## config.mk

```make
export PLATFORM = sky130hd
export DESIGN_NAME = truth_table_sweeper
export DESIGN_NICKNAME = d
export VERILOG_FILES = /design/src/rtl/truth_table_sweeper.sv
export SDC_FILE = /design/constraint.sdc
export NUM_CORES = 1
export LEC_CHECK = 0
export ABC_AREA = 1
export CAP_MARGIN = 40
export CORE_MARGIN = 4
export CORE_UTILIZATION = 50
export CTS_CLUSTER_DIAMETER = 50
export DETAILED_ROUTE_END_ITERATION = 8
export DONT_BUFFER_PORTS = 1
export MAX_ROUTING_LAYER = met4
export PLACE_DENSITY = 0.7
export SYNTH_ARGS = -nofsm -noshare
export SYNTH_HDL_FRONTEND = slang
export SYNTH_SLANG_ARGS = --single-unit
```

## constraint.sdc

```tcl
create_clock -name clk -period 2.2 [get_ports clk]
set_clock_uncertainty 0.15 [all_clocks]
set_input_delay 0.22 -clock clk [delete_from_list [all_inputs] [get_ports clk]]
set_output_delay 0.22 -clock clk [all_outputs]
set_load 0.05 [all_outputs]
```

## src/rtl/truth_table_sweeper.sv

```systemverilog
// Steps a 5-bit vector through all 32 codes, samples the stage output F at each one,
// then compares the captured truth table with a golden table latched at start.
//
// state  | meaning
// IDLE   | waiting for start after reset
// SETTLE | holding vec while the stage under test settles
// SAMPLE | capturing f_in into table_out[vec]
// CHECK  | comparing captured table with latched expected
// DONE   | results valid and held until start or rst
module truth_table_sweeper #(
  parameter int SETTLE_CYCLES = 2
) (
  input  logic        clk,
  input  logic        rst,
  input  logic        start,
  input  logic [31:0] expected,
  input  logic        f_in,
  output logic [4:0]  vec,
  output logic        busy,
  output logic        done,
  output logic        pass,
  output logic [31:0] table_out,
  output logic        fail_valid,
  output logic [4:0]  fail_index
);

  typedef enum logic [2:0] {IDLE, SETTLE, SAMPLE, CHECK, DONE} state_t;

  localparam logic [3:0] SETTLE_LAST = (SETTLE_CYCLES > 0) ? 4'(SETTLE_CYCLES - 1) : 4'd0;
  localparam state_t POST_SAMPLE = (SETTLE_CYCLES == 0) ? SAMPLE : SETTLE;

  state_t      state_q, state_d;
  logic [3:0]  cnt_q, cnt_d;
  logic [4:0]  vec_q, vec_d;
  logic        busy_q, busy_d;
  logic        done_q, done_d;
  logic        pass_q, pass_d;
  logic [31:0] table_q, table_d;
  logic [31:0] exp_q, exp_d;
  logic        fv_q, fv_d;
  logic [4:0]  fi_q, fi_d;
  logic [31:0] diff;
  logic [4:0]  first_mis;

  // Lowest mismatching bit wins, so scan from the top down.
  always_comb begin
    diff      = table_q ^ exp_q;
    first_mis = 5'd0;
    for (int i = 31; i >= 0; i--) begin
      if (diff[i]) first_mis = 5'(i);
    end
  end

  always_comb begin
    state_d = state_q;
    cnt_d   = cnt_q;
    vec_d   = vec_q;
    busy_d  = busy_q;
    done_d  = done_q;
    pass_d  = pass_q;
    table_d = table_q;
    exp_d   = exp_q;
    fv_d    = fv_q;
    fi_d    = fi_q;
    case (state_q)
      IDLE, DONE: begin
        if (start) begin
          exp_d   = expected;
          table_d = 32'd0;
          done_d  = 1'b0;
          pass_d  = 1'b0;
          fv_d    = 1'b0;
          fi_d    = 5'd0;
          vec_d   = 5'd0;
          busy_d  = 1'b1;
          cnt_d   = 4'd0;
          state_d = POST_SAMPLE;
        end
      end
      SETTLE: begin
        cnt_d = cnt_q + 4'd1;
        if (cnt_q == SETTLE_LAST) state_d = SAMPLE;
      end
      SAMPLE: begin
        table_d[vec_q] = f_in;
        if (vec_q == 5'd31) begin
          state_d = CHECK;
        end else begin
          vec_d   = vec_q + 5'd1;
          cnt_d   = 4'd0;
          state_d = POST_SAMPLE;
        end
      end
      CHECK: begin
        pass_d  = (diff == 32'd0);
        fv_d    = (diff != 32'd0);
        fi_d    = first_mis;
        busy_d  = 1'b0;
        done_d  = 1'b1;
        state_d = DONE;
      end
      default: state_d = IDLE;
    endcase
  end

  always_ff @(posedge clk) begin
    if (rst) begin
      state_q <= IDLE;
      cnt_q   <= 4'd0;
      vec_q   <= 5'd0;
      busy_q  <= 1'b0;
      done_q  <= 1'b0;
      pass_q  <= 1'b0;
      table_q <= 32'd0;
      exp_q   <= 32'd0;
      fv_q    <= 1'b0;
      fi_q    <= 5'd0;
    end else begin
      state_q <= state_d;
      cnt_q   <= cnt_d;
      vec_q   <= vec_d;
      busy_q  <= busy_d;
      done_q  <= done_d;
      pass_q  <= pass_d;
      table_q <= table_d;
      exp_q   <= exp_d;
      fv_q    <= fv_d;
      fi_q    <= fi_d;
    end
  end

  assign vec        = vec_q;
  assign busy       = busy_q;
  assign done       = done_q;
  assign pass       = pass_q;
  assign table_out  = table_q;
  assign fail_valid = fv_q;
  assign fail_index = fi_q;

endmodule

```

== Yosys cells after proc, flatten, opt, wreduce, memory -nomap -nowiden ==
Cells that the tools add are included.

* Bitwise logic cells: 1
* Order comparisons: 2
* Muxes and demuxes: 54
* $add $sub $neg: 2
* Reduce and logical (&&, ||, !) cells: 14
* Equal/unequal tests: 9

{| class="wikitable"
|+ Operators by type and width
! cell !! count
|-
| 2-to-1 mux 5 bit || 34
|-
| one-hot mux 32 bit (2 select lines) || 1
|-
| bitwise mux 32 bit || 1
|-
| logical NOT 32 bit || 1
|-
| 2-to-1 mux 32 bit || 1
|-
| nonzero test 32 bit || 1
|-
| XOR 32 bit || 1
|-
| one-hot mux 5 bit (2 select lines) || 2
|-
| one-hot mux 3 bit (4 select lines) || 1
|-
| one-hot mux 4 bit (3 select lines) || 1
|-
| 2-to-1 mux 4 bit || 2
|-
| one-hot mux 1 bit (2 select lines) || 4
|-
| AND reduction 2 bit || 4
|-
| == test 3 x 2 -> 1 bit, second input constant || 2
|-
| < comparator 5 x 6 -> 1 bit, second input constant || 1
|-
| 2-to-1 mux 3 bit || 2
|-
| inequality test 2 bit, second input constant || 3
|-
| AND reduction 3 bit || 2
|-
| adder 5 x 1 -> 5 bit, second input constant || 1
|-
| demux 1 bit (select 5 bit) || 1
|-
| == test 5 bit, second input constant || 1
|-
| >= comparator 5 x 1 -> 1 bit, second input constant || 1
|-
| adder 4 x 1 -> 4 bit, second input constant || 1
|-
| == test 4 x 1 -> 1 bit, second input constant || 1
|-
| 9 further kinds || 12
|}

* Logic and storage cells: 92
* Bits of input ports: 36
* Register bits after elaboration: 85
* Output and inout bits: 46

== Longest topological paths before layout ==
* Depth after elaboration: 34
* Gate-level depth with buffers: 35
* Gate-level depth less buffers: 35

== Worst setup path before layout ==
OpenSTA, ideal clock, no wires.

* Kind: register to register
* Start: register table_q[30] (netlist: table_out[30])
* End: register fi_q[0] (netlist: fail_index[0])
* Period minus slack after synthesis: 2613 ps
* Slack: -413 ps
* Setup time: 129 ps
* Required time: 1921 ps
* Arrival: 2333 ps
* Stages on the path, launching flop included: 36
* Buffers on the path: 0
* Cell sequence: dfxtp_1 inv_1 nand2_1 nand2_1 nand2_1 nand2_1 nand2_1 nand2_1 nand2_1 nand2_1 nand2_1 nand2_1 nand2_1 nand2_1 nand2_1 nand2_1 nand2_1 nand2_1 nand2_1 nand2_1 nand2_1 nand2_1 nand2_1 nand2_1 nand2_1 nand2_1 nand2_1 nand2_1 nand2_1 nand2_1 nand2_1 nand2_1 nand2_1 nand2_1 nand2_1 a21oi_2

* Longest elaborated chain between the ends: 33

{| class="wikitable"
|+ Ends and longest elaborated chain
! what !! RTL line !! RTL
|-
| start, declared || 38 || <nowiki>logic [31:0] table_q, table_d;</nowiki>
|-
| start signal, assigned || 125 || <nowiki>table_q <= table_d;</nowiki>
|-
| XOR 32 bit || 47 || <nowiki>diff = table_q ^ exp_q;</nowiki>
|-
| 2-to-1 mux 5 bit (31 in series) || 50 || <nowiki>if (diff[i]) first_mis = 5'(i);</nowiki>
|-
| one-hot mux 5 bit (2 select lines) || 65 || <nowiki>case (state_q)</nowiki>
|-
| end signal, assigned || 128 || <nowiki>fi_q <= fi_d;</nowiki>
|-
| end, declared || 41 || <nowiki>logic [4:0] fi_q, fi_d;</nowiki>
|}

Every way passes these cells.
A chain may end at the register's enable or synchronous reset.

== Final worst setup path ==
* Start: register table_q[31] (netlist: table_out[31])
* End: register fi_q[0] (netlist: fail_index[0])

* Longest elaborated chain between the ends: 34

{| class="wikitable"
|+ Ends and longest elaborated chain
! what !! RTL line
|-
| XOR 32 bit || 47
|-
| 2-to-1 mux 5 bit (32 in series) || 50
|-
| one-hot mux 5 bit (2 select lines) || 65
|}

Every way passes these cells.

==> metrics <==
Post-Layout Inst Area 5320 um2; Mapped Cells 603; drt total wl 12.0 mm; Avg Cell Area, Syn 7.00 um2; Final Non-Filler Cells 791; Die W 99.9 um; R2R Path Start table_out[31]; Setup WS post-layout -0.271 ns; final setup vio count 1; htree depth 3; Cell Area, Placed 4680 um2; commonest non-fill, non-tap cells in the layout nand2_1 (141), nor2_1 (125), dfxtp_1 (72), o21ai_0 (55), buf_4 (55); data arrival time of the worst path 2.58 ns; Die Ht 99.9 um; VDD IR-drop max 0.366 mV; Max Buffers Root-to-Sink 2; antenna violations before repair 0; CP peak stage delay 0.36 ns; Highest Clock Rate 0.405 GHz; final RePlAce weighted congestion 0.797; register-to-register setup slack -0.27 ns; clock latency on the worst-skew pair 0.36 ns; Lkg Pwr 0.00216 uW; root buffer cell clkbuf_8; Post-Synth Adder-Cell Area 2.07%; flops & latches, synth 85; post-synthesis compound-gate area fraction 15.6%; TritonCTS Buffers 9; Yosys warning total 0; DR vias 4,107; maxcap violations 0; vias in the first global route 4,022; share of cells above drive strength 1 18.1%; Initial DRT Pass Iterations 5; Avg Vias per Cell 5.19; Antenna Cells 0; DRC 0; routed length per placed instance 15.2 um; mux cell area share after synthesis 0%; Worst R2R Path Depth 35; failing checks negative setup slack; area of the multi-input gates 2350 um2; First DRT Iteration DRCs 200; required time of the critical path 2.31 ns; largest net degree at the start of global routing 48; DP HPWL 7.94 mm; clock sinks 85; Tcrit/Tclk final 112%; CP Capture Type register; TritonCTS clock tree yes; post-route ant nets 0; pwr dens 662 nW/um2; Syn Std Cell Area 4220 um2; Final Max Slew Viols 0; # IOs 82; main combinational cell family by area after synthesis simple AND/OR/NAND/NOR gates; placed insts 733; commonest non-fill, non-tap cell in the layout nand2_1; CP Max Fanout 3; cell row count 33; area taken by flip-flops and latches 1730 um2; Slew headroom 61.3%; Worst setup SP type register; Final Critical Period 2.47 ns; Synth Area in Simple Gates 27.1%; Placeable Area 8220 um2; status complete, but fails checks; Overflow after GRT 0; CP dominant cell by count nand2_1; CP startpoint table_out[31]; Cell variety after synth 27; syn nets 646; post-synthesis xor/xnor area fraction 9.75%; worst hold path class input port to register; Starting Density 51.4%; WS Path Type register to register; port buffer count 0; GRT Resource Usage Total 25.2%; post-synthesis sequential area ratio 40.3%; Slew @ Worst Pin 0.580 ns; RSZ-0062 raised after global routing true; CP endpoint fail_index[0]; Reg clk slew, reported paths 0.09 ns; Final #Nets 724; Fill cells 713; first-pass GRT wire length 19.4 mm; slowest cell on the critical path dfxtp_4; Final Hold Viols 0; synth-to-layout area growth 26.0%; worst r2r dst fail_index[0]; die area 9980 um2
-- worst min path at each step --
| stage | from | end | slack, ns | cells after the start |
|---|---|---|---|---|
| 2_1_floorplan | expected[10] | exp_q[10] | 0.20 | 2 |
| 3_3_place_gp | rst | table_out[31] | 0.14 | 1 |
| 3_5_place_dp | rst | table_out[29] | 0.14 | 1 |
| 4_1_cts | rst | table_out[29] | -0.26 | 1 |
| 5_1_grt | rst | exp_q[7] | 0.11 | 4 |
| 6_report | rst | exp_q[10] | 0.1 | 4 |
-- where the power goes --
part           total, uW  switching, uW  internal (uW)
combinational        769            456            313
sequential          1710           89.4           1620
clock               1050            599            447
-- stage by stage --
stage	util [%]	hold slack (ns)	setup WS, ns	power (uW)	setup TNS [ns]
after global placement	57.0	0.136	-0.203	2390	-0.203
after detailed placement	57.0	0.137	-0.259	2410	-0.259
after floorplan	-	0.205	-0.131	2250	-0.131
after CTS	63.8	-0.263	-0.267	3500	-0.267
final	64.8	0.0952	-0.271	3520	-0.271
after global routing	64.8	0.112	-0.723	3720	-0.742
-- cells in the mapped netlist --
cell type	instances	area (um2)
xor2_1	3	26.3
nand2_1	143	537
xnor2_4	5	138
nor3b_1	2	15.0
inv_1	21	78.8
a22oi_1	3	22.5
o31ai_1	2	15.0
inv_2	10	37.5
xnor2_1	19	166
o21bai_1	1	7.51
dfxtp_1	85	1700
nand3_1	13	65.1
o21ai_0	55	275
a31oi_1	2	12.5
nor3_1	6	30.0
xnor2_2	5	81.3
nor2_1	129	484
o21ai_1	14	70.1
clkinv_1	1	3.75
ha_1	7	87.6
a21oi_1	45	225
a211oi_1	1	7.51
a21boi_1	1	7.51
a2111oi_0	1	8.76
a21oi_2	1	8.76
nand4_1	2	12.5
clkbuf_1	26	97.6
-- timing repair --
item | 4_1_cts | 5_1_grt
pin swaps | 1 | 6
resized for setup | 2 | 12
setup buffers | 1 | 3
endpoints found under the hold margin | 79 | 43
cloned | 0 | 0
endpoints found under the setup margin | 1 | 8
hold buffers | 37 | 2
-- kinds of logic (layout without fill, tap and decap cells) --
kind of cell             count (synthesis)  after routing
XOR/XNOR                                32             32
adder cells (fa/ha/maj)                  7              7
AO/OA/AOI/OAI                          126            126
buffers and inverters                   58            141
AND/OR/NAND/NOR                        295            295
flip-flops                              85             85
-- registers in the layout (all words and copies together) (netlist names) --
signal / count
busy: 1
pass: 1
done: 1
table_out: 32
exp_q: 32
vec: 5
state_q: 3
fail_index: 5
fail_valid: 1
cnt_q: 4
-- area by class of cell --
cell class / count / share of cell area [%]
Multi-Input combinational cell: 460 / 44.2
Sequential cell: 85 / 32.5
Timing Repair Buffer: 93 / 15.1
Clock buffer: 10 / 2.59
Tap cell: 105 / 2.47
Inverter: 32 / 2.26
Clock inverter: 6 / 0.893
-- critical path: cells and delay by family, from the launching register on --
family | cells | cell delay [ns]
simple gates | 33 | 1.74
flops | 1 | 0.36
compound gates | 1 | 0.05
buf+inv | 1 | 0.03
-- metal layers --
metal	part of all wire [%]	vias to the layer above	wire length [um]	track usage (%)
met5	0	-	0	-
met4	2.5	0	303	8.72
met3	8.2	25	986	7.99
met2	48	146	5730	41.0
met1	41	1844	4970	29.3
li1	-	2092	-	-
Power figures use the tool's default switching activity.
